===== src/rtl/scl_clock_gen.sv =====
// scl_clock_gen: run-time programmable SCL generator with phase strobes, clock-stretch timeout and graceful stop
module scl_clock_gen #(
  parameter int                 P_CNT_W       = 8,
  parameter int                 P_DIV_DEFAULT = 40,
  parameter int                 P_DIV_MIN     = 20,
  parameter int                 P_CHK         = 3,
  parameter int                 P_TMO_W       = 16,
  parameter logic [P_TMO_W-1:0] P_TMO_MAX     = 16'd140
) (
  input  logic               I_CLK_4M,
  input  logic               I_rst_n,
  input  logic               I_SCL_en,
  input  logic [P_CNT_W-1:0] I_div,
  input  logic               I_div_ld,
  input  logic               I_SCL_in,
  output logic               O_SCL_POS,
  output logic               O_SCL_HIG,
  output logic               O_SCL_NEG,
  output logic               O_SCL_LOW,
  output logic               O_SCL,
  output logic               O_stretch,
  output logic               O_timeout,
  output logic               O_busy
);
  typedef enum logic [1:0] {S_IDLE, S_RUN, S_STRETCH, S_DRAIN} state_t;
  localparam logic [P_CNT_W-1:0] L_DEF = P_CNT_W'(P_DIV_DEFAULT);
  localparam logic [P_CNT_W-1:0] L_MIN = P_CNT_W'(P_DIV_MIN);
  localparam logic [P_CNT_W-1:0] L_CHK = P_CNT_W'(P_CHK);
  state_t             r_state, w_state_nxt;
  logic [P_CNT_W-1:0] r_cnt, w_cnt_nxt, r_pend, r_act, w_h, w_q;
  logic [P_TMO_W-1:0] r_tmo, w_tmo_nxt;
  logic               r_sync1, r_scl_s, r_timeout, w_timeout_nxt;
  logic               w_act_ld, w_live, w_wrap, w_stall;
  assign w_h     = r_act >> 1;
  assign w_q     = r_act >> 2;
  assign w_live  = (r_state == S_RUN) || (r_state == S_DRAIN);
  assign w_wrap  = r_cnt == r_act - 1'b1;
  assign w_stall = (r_cnt == L_CHK) && !r_scl_s;
  always_comb begin
    w_state_nxt   = r_state;
    w_cnt_nxt     = r_cnt;
    w_tmo_nxt     = r_tmo;
    w_timeout_nxt = r_timeout;
    w_act_ld      = 1'b0;
    case (r_state)
      S_IDLE: if (I_SCL_en) begin
        w_state_nxt   = S_RUN;
        w_cnt_nxt     = '0;
        w_act_ld      = 1'b1;
        w_timeout_nxt = 1'b0;
      end
      S_RUN, S_DRAIN: if (w_stall) begin
        w_state_nxt = S_STRETCH;
        w_tmo_nxt   = '0;
      end else begin
        w_cnt_nxt   = w_wrap ? '0 : r_cnt + 1'b1;
        w_act_ld    = w_wrap;
        w_state_nxt = I_SCL_en ? S_RUN : (r_state == S_DRAIN && w_wrap) ? S_IDLE : S_DRAIN;
      end
      S_STRETCH: if (r_scl_s) begin
        w_state_nxt = S_RUN;
        w_cnt_nxt   = r_cnt + 1'b1;
      end else if (r_tmo + 1'b1 == P_TMO_MAX) begin
        w_state_nxt   = S_IDLE;
        w_cnt_nxt     = '0;
        w_timeout_nxt = 1'b1;
      end else begin
        w_tmo_nxt = r_tmo + 1'b1;
      end
      default: w_state_nxt = S_IDLE;
    endcase
  end
  always_ff @(posedge I_CLK_4M or negedge I_rst_n) begin
    if (!I_rst_n) begin
      r_state   <= S_IDLE;
      r_cnt     <= '0;
      r_pend    <= L_DEF;
      r_act     <= L_DEF;
      r_sync1   <= 1'b1;
      r_scl_s   <= 1'b1;
      r_tmo     <= '0;
      r_timeout <= 1'b0;
    end else begin
      r_state   <= w_state_nxt;
      r_cnt     <= w_cnt_nxt;
      r_tmo     <= w_tmo_nxt;
      r_timeout <= w_timeout_nxt;
      r_sync1   <= I_SCL_in;
      r_scl_s   <= r_sync1;
      if (I_div_ld) r_pend <= (I_div < L_MIN) ? L_MIN : I_div;
      // a load coinciding with a wrap is deferred one period: active sees the old pending
      if (w_act_ld) r_act <= r_pend;
    end
  end
  assign O_SCL_POS = w_live && (r_cnt == P_CNT_W'(1));
  assign O_SCL_HIG = w_live && (r_cnt == w_q - 1'b1);
  assign O_SCL_NEG = w_live && (r_cnt == w_h + 1'b1);
  assign O_SCL_LOW = w_live && (r_cnt == w_q + w_h - 1'b1);
  assign O_SCL     = !w_live || (r_cnt <= w_h - 1'b1);
  assign O_stretch = r_state == S_STRETCH;
  assign O_timeout = r_timeout;
  assign O_busy    = r_state != S_IDLE;
endmodule


===== config.mk =====
export PLATFORM = sky130hd
export DESIGN_NAME = scl_clock_gen
export DESIGN_NICKNAME = d
export VERILOG_FILES = /design/src/rtl/scl_clock_gen.sv
export SDC_FILE = /design/constraint.sdc
export NUM_CORES = 1
export LEC_CHECK = 0
export ABC_CLOCK_PERIOD_IN_PS = 4600
export CAP_MARGIN = 15
export CORE_MARGIN = 8
export CORE_UTILIZATION = 42
export CTS_CLUSTER_DIAMETER = 60
export DETAILED_ROUTE_END_ITERATION = 8
export GPL_ROUTABILITY_DRIVEN = 1
export HOLD_SLACK_MARGIN = 0.06
export SYNTH_ARGS = -nofsm -noshare
export SYNTH_HDL_FRONTEND = slang
export SYNTH_SLANG_ARGS = --single-unit

===== constraint.sdc =====
create_clock -name I_CLK_4M -period 4.6 [get_ports I_CLK_4M]
set_input_delay 0.69 -clock I_CLK_4M [delete_from_list [all_inputs] [get_ports I_CLK_4M]]
set_output_delay 0.69 -clock I_CLK_4M [all_outputs]
set_load 0.05 [all_outputs]

* Yosys cells after proc, flatten, opt, wreduce, memory -nomap -nowiden *
Cells that the tools add are included.

operators by class
  add/sub/neg operators = 8
  magnitude comparators = 2
  equality and inequality tests = 17
  mux-type cells = 25
  reductions and logical operators = 19

operator list
  cell                                                count
  2-to-1 mux 16 bit                                   3
  2-to-1 mux 8 bit                                    6
  == test 8 bit                                       4
  case mux 16 bit (2 select lines)                    1
  case mux 8 bit (3 select lines)                     1
  adder 16 x 1 -> 16 bit, second input constant       1
  == test 16 x 8 -> 1 bit, second input constant      1
  subtractor 8 x 1 -> 8 bit, second input constant    2
  2-to-1 mux 2 bit                                    6
  != test 2 bit, second input constant                5
  adder 6 x 7 -> 8 bit                                1
  adder 7 x 1 -> 8 bit, second input constant         1
  adder 8 x 1 -> 8 bit, second input constant         1
  == test 8 x 1 -> 1 bit, second input constant       1
  == test 8 x 2 -> 1 bit, second input constant       1
  <= comparator 8 bit                                 1
  < comparator 8 x 5 -> 1 bit, second input constant  1
  AND reduction 4 bit                                 2
  subtractor 7 x 1 -> 8 bit, second input constant    1
  subtractor 6 x 1 -> 7 bit, second input constant    1
  logical AND 1 bit                                   6
  case mux 2 bit (3 select lines)                     1
  nonzero test 2 bit                                  3
  2-to-1 mux 1 bit                                    5
  11 further kinds                                    15

storage, ports and cells
  register bits = 45
  input bits = 13
  word-level logic and storage cells = 79

* Longest topological paths before layout *
  word-level depth = 7
  mapped depth = 12
  gate-level depth less buffers = 12

* Least setup slack after synthesis *
Ideal clock, no wire load.

  path type = reg-to-output
  start point = register r_act[3]
  end point = output port O_SCL_LOW
  data arrival time = 3.532 ns
  slack = 0.378 ns
  cell stages (with the launch flop) = 10
  path buffers = 0
  cells stage by stage = dfstp_2 -> inv_1 -> ha_1 -> inv_1 -> ha_1 -> fa_1 -> xnor2_1 -> nand4_1 -> or4_1 -> nor3_1

on the way
  cells in the longest elaborated chain, start to end = 4

RTL lines
  item                       line  source
  start: declaration         30    logic [P_CNT_W-1:0] r_cnt, w_cnt_nxt, r_pend, r_act, w_h, w_q;
  start signal: assignment   92    if (w_act_ld) r_act <= r_pend;
  adder 6 x 7 -> 8 bit       98    assign O_SCL_LOW = w_live && (r_cnt == w_q + w_h - 1'b1);
  subtractor 8 x 1 -> 8 bit  98
  == test 8 bit              98
  logical AND 1 bit          98
  end: declaration           19    output logic O_SCL_LOW,

No other way between the ends.

* Worst setup path after layout *
  start point = register r_act[3]
  end point = output port O_SCL

on the way
  cells in the longest elaborated chain, start to end = 3

RTL lines
  item                       line  source
  subtractor 7 x 1 -> 8 bit  99    assign O_SCL = !w_live || (r_cnt <= w_h - 1'b1);
  <= comparator 8 bit        99
  logical OR 1 bit           99
  end: declaration           20    output logic O_SCL,

No other way between the ends.

==> summary.md <==
Run status
- status: finished clean

Layout
- antenna cells: 0
- most common library cell in the layout ignoring fill and taps: sky130_fd_sc_hd__dfrtp_1
- area added between synthesis and finish: 10.26%
- NumNets Final: 504
- final standard cell utilization of the core: 46.80%
- top library cells by usage in the layout, fill and taps aside: sky130_fd_sc_hd__dfrtp_1 (39), sky130_fd_sc_hd__inv_1 (37), sky130_fd_sc_hd__ha_1 (36), sky130_fd_sc_hd__o21ai_0 (34), sky130_fd_sc_hd__xnor2_1 (34)
- layout cells sized above 1: 8.370%

Placement
- placer's final routability congestion estimate: 0.8685
- HPWL Detailed: 6615 µm
- total of buffers placed on input and output ports: 20

GRT
- highest-utilization routing layer at the global route stage: met2
- vias in the first global route: 2995
- global routing usage on met2: 23.19%
- overall routing resource usage: 14.25%
- antenna violations before repair: 0
- GR Layer Usage met3: 2.097%
- global-route track usage on met1: 18.95%
- GR Overflow Total: 0
- wire length of the first global-routing pass: 14860 µm
- maximum number of pins on one net before global-route repair: 46

Synth
- count of different cell masters after synthesis: 61
- number of warning messages in the yosys log: 0
- most instantiated flip-flop cell in the synthesis netlist: sky130_fd_sc_hd__dfrtp_1
- Syn Inst Count: 442
- register area share after synthesis: 29.61%
- register bit total from synthesis: 45
- area of the mapped netlist: 3829 µm²
- Mapped Nets: 493
- number of enable flip-flop cells after synthesis: 0
- asr flop ratio synth: 100.0%
- synthesized area per cell: 8.662 µm²

Detailed routing
- Routed WL: 8697 µm
- post-detailed-route via-to-cell ratio: 5.384
- detailed-route DRC error count: 0
- Avg WL per Cell: 15.39 µm
- via count: 3042
- number of detailed-routing iterations run before antenna repair: 4
- first-iteration detailed-routing DRC count: 184
- number of nets still failing antenna checks after routing: 0

Power and ir drop
- share of total power in combinational logic: 4.4%
- Leakage: 1.826 nW
- Sw Share: 21.03%
- Peak VDD IR: 0.1431 mV
- Flop pwr share: 55.6%
- Clock Power Share: 40.0%
- cell internal pwr: 583.1 µW
- P_sw: 155.3 µW
- power per cell area: 174.9 nW/µm²

Worst setup path
- type of element capturing the critical path: primary output
- FF-to-FF path depth: 9
- Worst Setup Path Type: reg -> out
- data arrival time of the worst path: 3520 ps
- highest net fanout along the worst path: 6
- startpoint types: flop
- CP Data Required Time: 3910 ps

STA
- Max transition margin: 46.92%
- transition time at the pin with the least slew margin: 793.2 ps
- timing-limited maximum frequency: 237.4 MHz
- period utilisation layout: 91.55%
- number of pins exceeding their max-slew limit in the final report: 0
- setup repair after global routing missed its margin: no
- Clock Skew: 20.29 ps
- Setup-failing EPs final: 0
- sum of negative setup slack: 0 ps
- Hold Vio Cnt, Final: 0
- final critical path time including I/O delays and setup: 4211 ps

Clocking
- Skew-Pair Late Insertion Delay: 300 ps
- root cell of the clock tree: sky130_fd_sc_hd__clkbuf_8
- total CTS buffers: 5
- cts-stage hold buffer count: 0
- post-CTS repair timing setup buffer count: 0
- number of buffers on the longest clock path: 2
- clock-pin slew on the worst setup and hold paths: 80 ps
- CTS tree: built
- number of gates given a new drive strength after cts: 0
- H-tree levels: 2
- number of clock sinks seen by CTS: 45

Die
- # rows: 35
- die area: 12430 µm²
- chip width: 111.5 µm
- ports placed on the boundary: 21
- die height: 111.5 µm
- Initial Utilization: 42.44%
- Core ar.: 9021 µm²

Run
- max_cap viols: 0

Worst hold path
- worst hold path type: in -> async

==> layout make-up <==
class                           count  area (µm²)
Clock buffer                        6       72.57
Clock inverter                      2       35.03
Fill cell                         910        4800
Inverter                           37       138.9
Multi-Input combinational cell    340        2467
Sequential cell                    45        1134
Tap cell                          111       138.9
Timing Repair Buffer               24       235.2
==> metal layers <==
layer	vias to the layer above	share of wire (%)
met5	-	0
met4	0	1.3
met3	8	2.4
met2	38	46
met1	1431	50
li1	1565	-
==> final timing paths <==
kind | startpoint | slack (ps) | endpoint
worst max-delay path | r_act[3] | 390 | O_SCL
worst min-delay path | I_rst_n | 240 | r_pend[2]
worst max register to register | r_act[2] | 1590 | r_act[7]
worst min register to register | r_sync1 | 370 | r_scl_s
max in group asynchronous | I_rst_n | 3830 | r_sync1
min in group I_CLK_4M | r_sync1 | 370 | r_scl_s
==> cells by family after synthesis <==
family	synth area share, %
buf+inv	5.948
simple gates	19.38
mux	4.216
xor+xnor	11.67
flops	29.61
compound gates	16.37
fa+ha+maj	12.81
==> flip-flops by register name (all words and copies together), names as in the netlist <==
register	count
r_pend	8
r_scl_s	1
r_cnt	8
r_sync1	1
O_timeout	1
r_tmo	16
r_act	8
r_state	2
==> through the flow <==
step,worst slack [ps],instance area (µm²),power (mW),hold slack (ps),cells
global placement,805.5,4094,0.4491,349.5,556
global route,162.6,4222,0.7698,228.8,565
finish,388.5,4222,0.7384,239.1,565
detailed placement,702.3,4094,0.4495,354.6,556
CTS,370.5,4202,0.7493,365.8,564
floorplan,378.2,3829,0.4274,345.2,442
==> cell usage after synthesis, types with 2 or more instances <==
library cell	number	area [µm²]
sky130_fd_sc_hd__a211oi_1	2	15.01
sky130_fd_sc_hd__a21o_1	7	52.55
sky130_fd_sc_hd__a21oi_1	22	110.1
sky130_fd_sc_hd__a2bb2oi_1	2	17.52
sky130_fd_sc_hd__a31oi_1	4	25.02
sky130_fd_sc_hd__and2_1	2	12.51
sky130_fd_sc_hd__and3_1	6	37.54
sky130_fd_sc_hd__and4_1	3	26.28
sky130_fd_sc_hd__buf_2	8	40.04
sky130_fd_sc_hd__clkbuf_1	11	41.29
sky130_fd_sc_hd__dfrtp_1	39	975.9
sky130_fd_sc_hd__dfstp_2	6	157.7
sky130_fd_sc_hd__fa_1	2	40.04
sky130_fd_sc_hd__ha_1	36	450.4
sky130_fd_sc_hd__inv_1	37	138.9
sky130_fd_sc_hd__mux2_2	9	101.4
sky130_fd_sc_hd__mux2i_1	6	60.06
sky130_fd_sc_hd__nand2_1	32	120.1
sky130_fd_sc_hd__nand2b_1	6	37.54
sky130_fd_sc_hd__nand3_1	18	90.09
sky130_fd_sc_hd__nand4_1	8	50.05
sky130_fd_sc_hd__nor2_1	32	120.1
sky130_fd_sc_hd__nor2b_1	2	12.51
sky130_fd_sc_hd__nor3_1	8	40.04
sky130_fd_sc_hd__nor3b_1	3	22.52
sky130_fd_sc_hd__nor4_1	3	18.77
sky130_fd_sc_hd__o211ai_1	3	22.52
sky130_fd_sc_hd__o21ai_0	34	170.2
sky130_fd_sc_hd__o221ai_1	2	17.52
sky130_fd_sc_hd__o22ai_1	2	12.51
sky130_fd_sc_hd__o31ai_1	3	22.52
sky130_fd_sc_hd__or3_1	3	18.77
sky130_fd_sc_hd__or4_1	4	30.03
sky130_fd_sc_hd__xnor2_1	34	297.8
sky130_fd_sc_hd__xor2_1	17	148.9
==> worst max-delay path, stage by stage, from the launching register on <==
cell and delay [ps]:
sky130_fd_sc_hd__dfstp_2 610, sky130_fd_sc_hd__inv_1 130, sky130_fd_sc_hd__ha_1 300, sky130_fd_sc_hd__nand2_1 130, sky130_fd_sc_hd__nand2_1 60, sky130_fd_sc_hd__nand2_1 100, sky130_fd_sc_hd__xnor2_1 120, sky130_fd_sc_hd__ha_1 260
sky130_fd_sc_hd__a21o_1 180, sky130_fd_sc_hd__a21o_1 170, sky130_fd_sc_hd__a21oi_1 130, sky130_fd_sc_hd__o21ai_0 90, sky130_fd_sc_hd__o211ai_1 110, sky130_fd_sc_hd__clkdlybuf4s50_1 840
==> power by group through the flow <==
stage / combinational, mW / sequential [mW] / clock, mW
5_1_grt: 0.0373 / 0.412 / 0.320
3_5_place_dp: 0.0314 / 0.418 / 0
2_1_floorplan: 0.0116 / 0.416 / 0
3_3_place_gp: 0.0308 / 0.418 / 0
6_report: 0.0324 / 0.410 / 0.296
4_1_cts: 0.0314 / 0.410 / 0.307
(Power assumes the default switching activity.)
